==> src/rtl/sprite_blit.sv <==
// sprite_blit: copies one SPR_W x SPR_H sprite from ROM into the framebuffer with clipping and flips.
// Optional colour-key transparency on rom_data[24] is enabled by defining SPRITE_BLIT_TRANSPARENCY_EN.
module sprite_blit #(
    parameter  int SPR_W  = 8,
    parameter  int SPR_H  = 8,
    parameter  int IMG_W  = 8,
    parameter  int FB_W   = 320,
    parameter  int FB_H   = 240,
    parameter  int FB_AW  = 17,
    localparam int CW     = $clog2(SPR_W),
    localparam int RW     = $clog2(SPR_H),
    localparam int ROM_AW = IMG_W + RW + CW
) (
    input  logic              clk,
    input  logic              rst,
    input  logic              start,
    input  logic [9:0]        x_pos,
    input  logic [8:0]        y_pos,
    input  logic [IMG_W-1:0]  img_sel,
    input  logic              flip_h,
    input  logic              flip_v,
    output logic              busy,
    output logic              done,
    output logic [ROM_AW-1:0] rom_addr,
    output logic              read_en,
    input  logic [31:0]       rom_data,
    input  logic              rom_data_valid,
    output logic [FB_AW-1:0]  frame_addr,
    output logic [23:0]       frame_data,
    output logic              write_en,
    input  logic              frame_write_valid
);

    typedef enum logic [1:0] {
        S_IDLE  = 2'd0,
        S_READ  = 2'd1,
        S_WRITE = 2'd2
    } state_t;

    state_t           state, state_next;
    logic [9:0]       x_lat;
    logic [8:0]       y_lat;
    logic [IMG_W-1:0] img_lat;
    logic             flip_h_lat, flip_v_lat;
    logic [CW-1:0]    col;
    logic [RW-1:0]    row;

    logic [10:0]      x_abs;
    logic [9:0]       y_abs;
    logic [CW-1:0]    rom_col;
    logic [RW-1:0]    rom_row;
    logic             clipped, last_pix, pix_transparent;
    logic             accept, advance, load_pix;
    logic             unused_flags;

    // Widened sums so a sprite hanging past the right/bottom edge never wraps back into range.
    assign x_abs      = 11'(x_lat) + 11'(col);
    assign y_abs      = 10'(y_lat) + 10'(row);
    assign clipped    = (x_abs >= 11'(FB_W)) || (y_abs >= 10'(FB_H));
    assign frame_addr = FB_AW'(y_abs) * FB_AW'(FB_W) + FB_AW'(x_abs);

    // Sizes are powers of two, so SIZE-1-n is the bitwise complement and all-ones marks the last index.
    assign rom_col  = flip_h_lat ? ~col : col;
    assign rom_row  = flip_v_lat ? ~row : row;
    assign rom_addr = {img_lat, rom_row, rom_col};
    assign last_pix = (&col) && (&row);
    assign busy     = (state != S_IDLE);

`ifdef SPRITE_BLIT_TRANSPARENCY_EN
    assign pix_transparent = rom_data[24];
    assign unused_flags    = ^rom_data[31:25];
`else
    assign pix_transparent = 1'b0;
    assign unused_flags    = ^rom_data[31:24];
`endif

    always_comb begin
        // NOTE: every output of this block gets a default first so no path infers a latch.
        state_next = state;
        read_en    = 1'b0;
        write_en   = 1'b0;
        accept     = 1'b0;
        advance    = 1'b0;
        load_pix   = 1'b0;
        unique case (state)
            S_IDLE: begin
                if (start) begin
                    accept     = 1'b1;
                    state_next = S_READ;
                end
            end
            S_READ: begin
                if (clipped) begin
                    advance = 1'b1;
                end else begin
                    read_en = 1'b1;
                    if (rom_data_valid) begin
                        if (pix_transparent) begin
                            advance = 1'b1;
                        end else begin
                            load_pix   = 1'b1;
                            state_next = S_WRITE;
                        end
                    end
                end
            end
            S_WRITE: begin
                write_en = 1'b1;
                if (frame_write_valid) advance = 1'b1;
            end
            default: state_next = S_IDLE;
        endcase
        if (advance) state_next = last_pix ? S_IDLE : S_READ;
    end

    always_ff @(posedge clk) begin
        // NOTE: sequential state uses non-blocking assignments so every register samples pre-edge values.
        if (rst) state <= S_IDLE;
        else     state <= state_next;
    end

    always_ff @(posedge clk) begin
        if (rst) begin
            x_lat      <= '0;
            y_lat      <= '0;
            img_lat    <= '0;
            flip_h_lat <= 1'b0;
            flip_v_lat <= 1'b0;
            col        <= '0;
            row        <= '0;
            done       <= 1'b0;
            frame_data <= '0;
        end else begin
            if (accept) begin
                x_lat      <= x_pos;
                y_lat      <= y_pos;
                img_lat    <= img_sel;
                flip_h_lat <= flip_h;
                flip_v_lat <= flip_v;
                col        <= '0;
                row        <= '0;
                done       <= 1'b0;
            end
            if (load_pix) frame_data <= rom_data[23:0];
            if (advance) begin
                if (last_pix) begin
                    col  <= '0;
                    row  <= '0;
                    done <= 1'b1;
                end else if (&col) begin
                    col <= '0;
                    row <= row + RW'(1);
                end else begin
                    col <= col + CW'(1);
                end
            end
        end
    end

endmodule
==> config.mk <==
export PLATFORM = sky130hd
export DESIGN_NAME = sprite_blit
export DESIGN_NICKNAME = d
export VERILOG_FILES = /design/src/rtl/sprite_blit.sv
export SDC_FILE = /design/constraint.sdc
export NUM_CORES = 1
export LEC_CHECK = 0
export CAP_MARGIN = 20
export CORE_MARGIN = 5
export CORE_UTILIZATION = 40
export CTS_BUF_LIST = sky130_fd_sc_hd__clkbuf_2 sky130_fd_sc_hd__clkbuf_4 sky130_fd_sc_hd__clkbuf_8
export DETAILED_ROUTE_END_ITERATION = 12
export PLACE_DENSITY = 0.72
export SLEW_MARGIN = 20
export SYNTH_ARGS = -nofsm -noshare
export SYNTH_HDL_FRONTEND = slang
export SYNTH_SLANG_ARGS = --single-unit
==> constraint.sdc <==
create_clock -name clk -period 6 [get_ports clk]
set_clock_uncertainty 0.15 [all_clocks]
set_input_delay 1.8 -clock clk [delete_from_list [all_inputs] [get_ports clk]]
set_output_delay 1.8 -clock clk [all_outputs]
set_load 0.02 [all_outputs]
==> flow_metrics.py <==
metrics = {
    "die": {
        "core_mm2": 0.00911,
        "dieArea_mm2": 0.0112,
        "dieWidth_um": 106,
        "io_pins": 125,
        "start_util_pct": 40.5,
        "die_h_um": 106,
        "row_count": 35,
    },
    "setup_path": {
        "slowest_stage": "fa_1",
        "crit_buf_inv": 3,
        "cp_slowest_stage_delay_ns": 0.47,
        "path_cells": "ha_1, a211oi_4, nor2_1, xnor2_1, ha_1, ha_1, inv_1, fa_1, inv_1, ha_1, nor2b_1, o21a_1, and3_4, xor2_1, dlygate4sd2_1",
        "crit_arrival_ns": 3.84,
        "cp_max_fo": 3,
        "cp-end-kind": "primary output",
        "timing.critical_path.mode_cell": "ha_1",
        "crit_family": "adder cells",
        "startpoint_type": "flop",
        "critical_path_required_ns": 4.05,
        "worstSetupPathType": "reg2out",
    },
    "route": {
        "drtIter0Drc": 189,
        "drc": 0,
        "via_per_inst": 5.03,
        "wl_per_cell_um": 13.9,
        "detail-route-antenna-nets": 0,
        "wl_mm": 9.45,
        "drt_pass1_iterations": 4,
        "dr_total_vias": 3423,
    },
    "layout": {
        "layout_common_cells": "clkdlybuf4s50_1 (109), nand2_1 (74), dfxtp_1 (60)",
        "layout.nets": 668,
        "layout-drive-gt1-share_pct": 14.2,
        "area_delta_synth_final_pct": 47.4,
        "final_common_cell": "clkdlybuf4s50_1",
        "fillerInstances": 819,
        "fin_cells": 680,
        "insertedDiodeCount": 0,
    },
    "yosys": {
        "seq_area_frac_synth_pct": 33.6,
        "synth_edf_count": 0,
        "ys_warn_count": 0,
        "synth_seq_cells": 62,
        "synth_top_flop_cell": "dfxtp_1",
        "synth_area_mm2": 0.00369,
        "synth.net_count": 527,
        "synth_cell_types": 47,
        "synth_cells": 423,
        "avgSynthCellArea_um2": 8.73,
        "synthArstFlopShare_pct": 0,
    },
    "sta": {
        "holdWs_ns": 0.305,
        "fin_tns_setup_ns": 0,
        "hold_viol_final": 0,
        "finalCritPeriodShare_pct": 96.5,
        "setup_viol": 0,
        "max_freq_mhz": 173,
        "relSlewSlack_pct": 57.3,
        "fin_crit_ns": 5.79,
        "max_slew.worst_pin.slew_ns": 0.639,
        "final_max_slew_viol_count": 0,
    },
    "pwr": {
        "ir_drop_mv": 0.181,
        "swShare_pct": 37.1,
        "finalPower_mw": 1.63,
        "p_per_area_mw_per_mm2": 301,
        "p_int_mw": 1.03,
        "p_leak_nw": 2.45,
        "p_comb_share_pct": 45.4,
        "power_frac_seq_pct": 31.5,
        "power_switching_mw": 0.607,
        "p_clk_share_pct": 23.1,
    },
    "clock_tree": {
        "clock_latency_ns": 0.34,
        "root_buffer": "clkbuf_8",
        "cts.sinks": 62,
        "clkSlewWorstSetupHoldPaths_ns": 0.07,
        "cts_tree": "done",
        "cts_buffers": 9,
        "h-tree-depth": 3,
        "clockBufferDepth": 2,
    },
    "placement": {
        "gp_congestion": 0.833,
        "detailed_place_hpwl_mm": 7.22,
        "dp.cells": 664,
        "port_buffers": 116,
    },
    "worst_hold_path": {
        "hold_class": "reg2reg",
    },
    "global_route": {
        "grt_overflow": 0,
        "track_usage_pct": 17.2,
        "antenna_found_initial": 0,
        "grt_pass1_vias": 3501,
        "grt_max_degree": 63,
        "grt_first_pass_wirelength_mm": 15.9,
    },
    "run": {
        "drv_cap": 0,
    },
    "run_status": {
        "outcome": "finished, final reports clean",
    },
}
==> layout make-up <==
| class | instances | area [um2] | area share [%] |
|---|---|---|---|
| multi-input combinational | 328 | 2420 | 44.4 |
| timing repair buffer | 145 | 1360 | 25.1 |
| sequential | 62 | 1240 | 22.9 |
| clock buffer | 11 | 151 | 2.78 |
| tap | 111 | 139 | 2.55 |
| inverter | 18 | 67.6 | 1.24 |
| clock inverter | 5 | 57.6 | 1.06 |
==> cell usage after synthesis (2+ instances only) <==
master | number | share of area (%)
nand2_1 | 76 | 7.7
dfxtp_1 | 62 | 34
a21oi_1 | 41 | 5.6
nor2_1 | 40 | 4.1
ha_1 | 34 | 12
mux2i_1 | 28 | 7.6
inv_1 | 18 | 1.8
xor2_1 | 18 | 4.3
xnor2_1 | 14 | 3.3
clkbuf_1 | 13 | 1.3
o21ai_0 | 9 | 1.2
nand3_1 | 7 | 0.95
and3_1 | 6 | 1.0
a21o_1 | 5 | 1.0
fa_1 | 4 | 2.2
nor2b_1 | 4 | 0.68
nor3_1 | 4 | 0.54
nand4_1 | 3 | 0.51
o21bai_1 | 3 | 0.61
a31oi_4 | 2 | 1.2
buf_6 | 2 | 0.61
nand3b_1 | 2 | 0.41
o21ai_2 | 2 | 0.47
o31ai_1 | 2 | 0.41
or3_1 | 2 | 0.34
==> state kept, by name (all words and copies together), names as in the netlist <==
register,cells
frame_data,24
x_lat,10
y_lat,9
img_lat,8
col,3
row,3
state,2
done,1
flip_h_lat,1
flip_v_lat,1
==> worst register-to-register path: cells and delay by family (launching register included) <==
family	cells	cell delay, ns
mux	1	0.34
fa+ha+maj	2	0.63
flops	1	0.34
simple gates	4	1.18
compound gates	2	0.47
buf+inv	2	0.23
==> power by group through the flow <==
| stage | clock network, mW | logic, mW | registers [mW] |
|---|---|---|---|
| after floorplan | 0 | 0.415 | 0.548 |
| after global routing | 0.411 | 0.817 | 0.524 |
| after global placement | 0 | 0.729 | 0.520 |
| after detailed placement | 0 | 0.743 | 0.523 |
| after CTS | 0.391 | 0.739 | 0.514 |
| final | 0.378 | 0.742 | 0.515 |
==> final timing paths <==
path / from / end / slack (ns) / cells past startpoint
worst max-delay path: y_lat[1] / frame_addr[14] / 0.21 / 15
worst max register to register: col[0] / frame_data[16] / 2.51 / 11
worst min-delay path: img_lat[1] / img_lat[1] / 0.31 / 2
worst min register to register: img_lat[1] / img_lat[1] / 0.31 / 2
==> through the flow <==
step | utilization (%) | cell area [um2] | setup WS [ns]
2_1_floorplan | - | 3690 | 0.321
4_1_cts | 58.6 | 5340 | -0.139
3_3_place_gp | 56.4 | 5130 | -0.0598
3_5_place_dp | 56.4 | 5130 | -0.147
6_report | 59.7 | 5440 | 0.209
5_1_grt | 59.7 | 5440 | -0.00533
==> routing by layer <==
metal  share of wire [%]  wire length (um)  track usage, %  vias to the layer above
met5                   0                 0               0                        -
met4                 2.6               250            7.12                        0
met3                 8.5               807            5.89                       22
met2                  50              4710            30.8                      114
met1                  39              3680            18.5                     1563
li1                    -                 -               -                     1724
==> logic make-up after synthesis <==
logic type / after synthesis / share of synthesized area [%]
simple gates: 153 / 19.1
compound gates: 75 / 13.6
flops: 62 / 33.6
fa+ha+maj: 38 / 13.7
xor+xnor: 34 / 8.64
buf+inv: 33 / 3.76
mux: 28 / 7.59
==> repair_timing <==
item | CTS | global route
setup buffers | 0 | 0
gates cloned | 0 | 0
gates resized for setup | 10 | 27
pin swaps | 0 | 8
setup endpoints to repair | 6 | 6
hold buffers | 0 | 0
No activity file was read; power rests on OpenSTA's default activity.
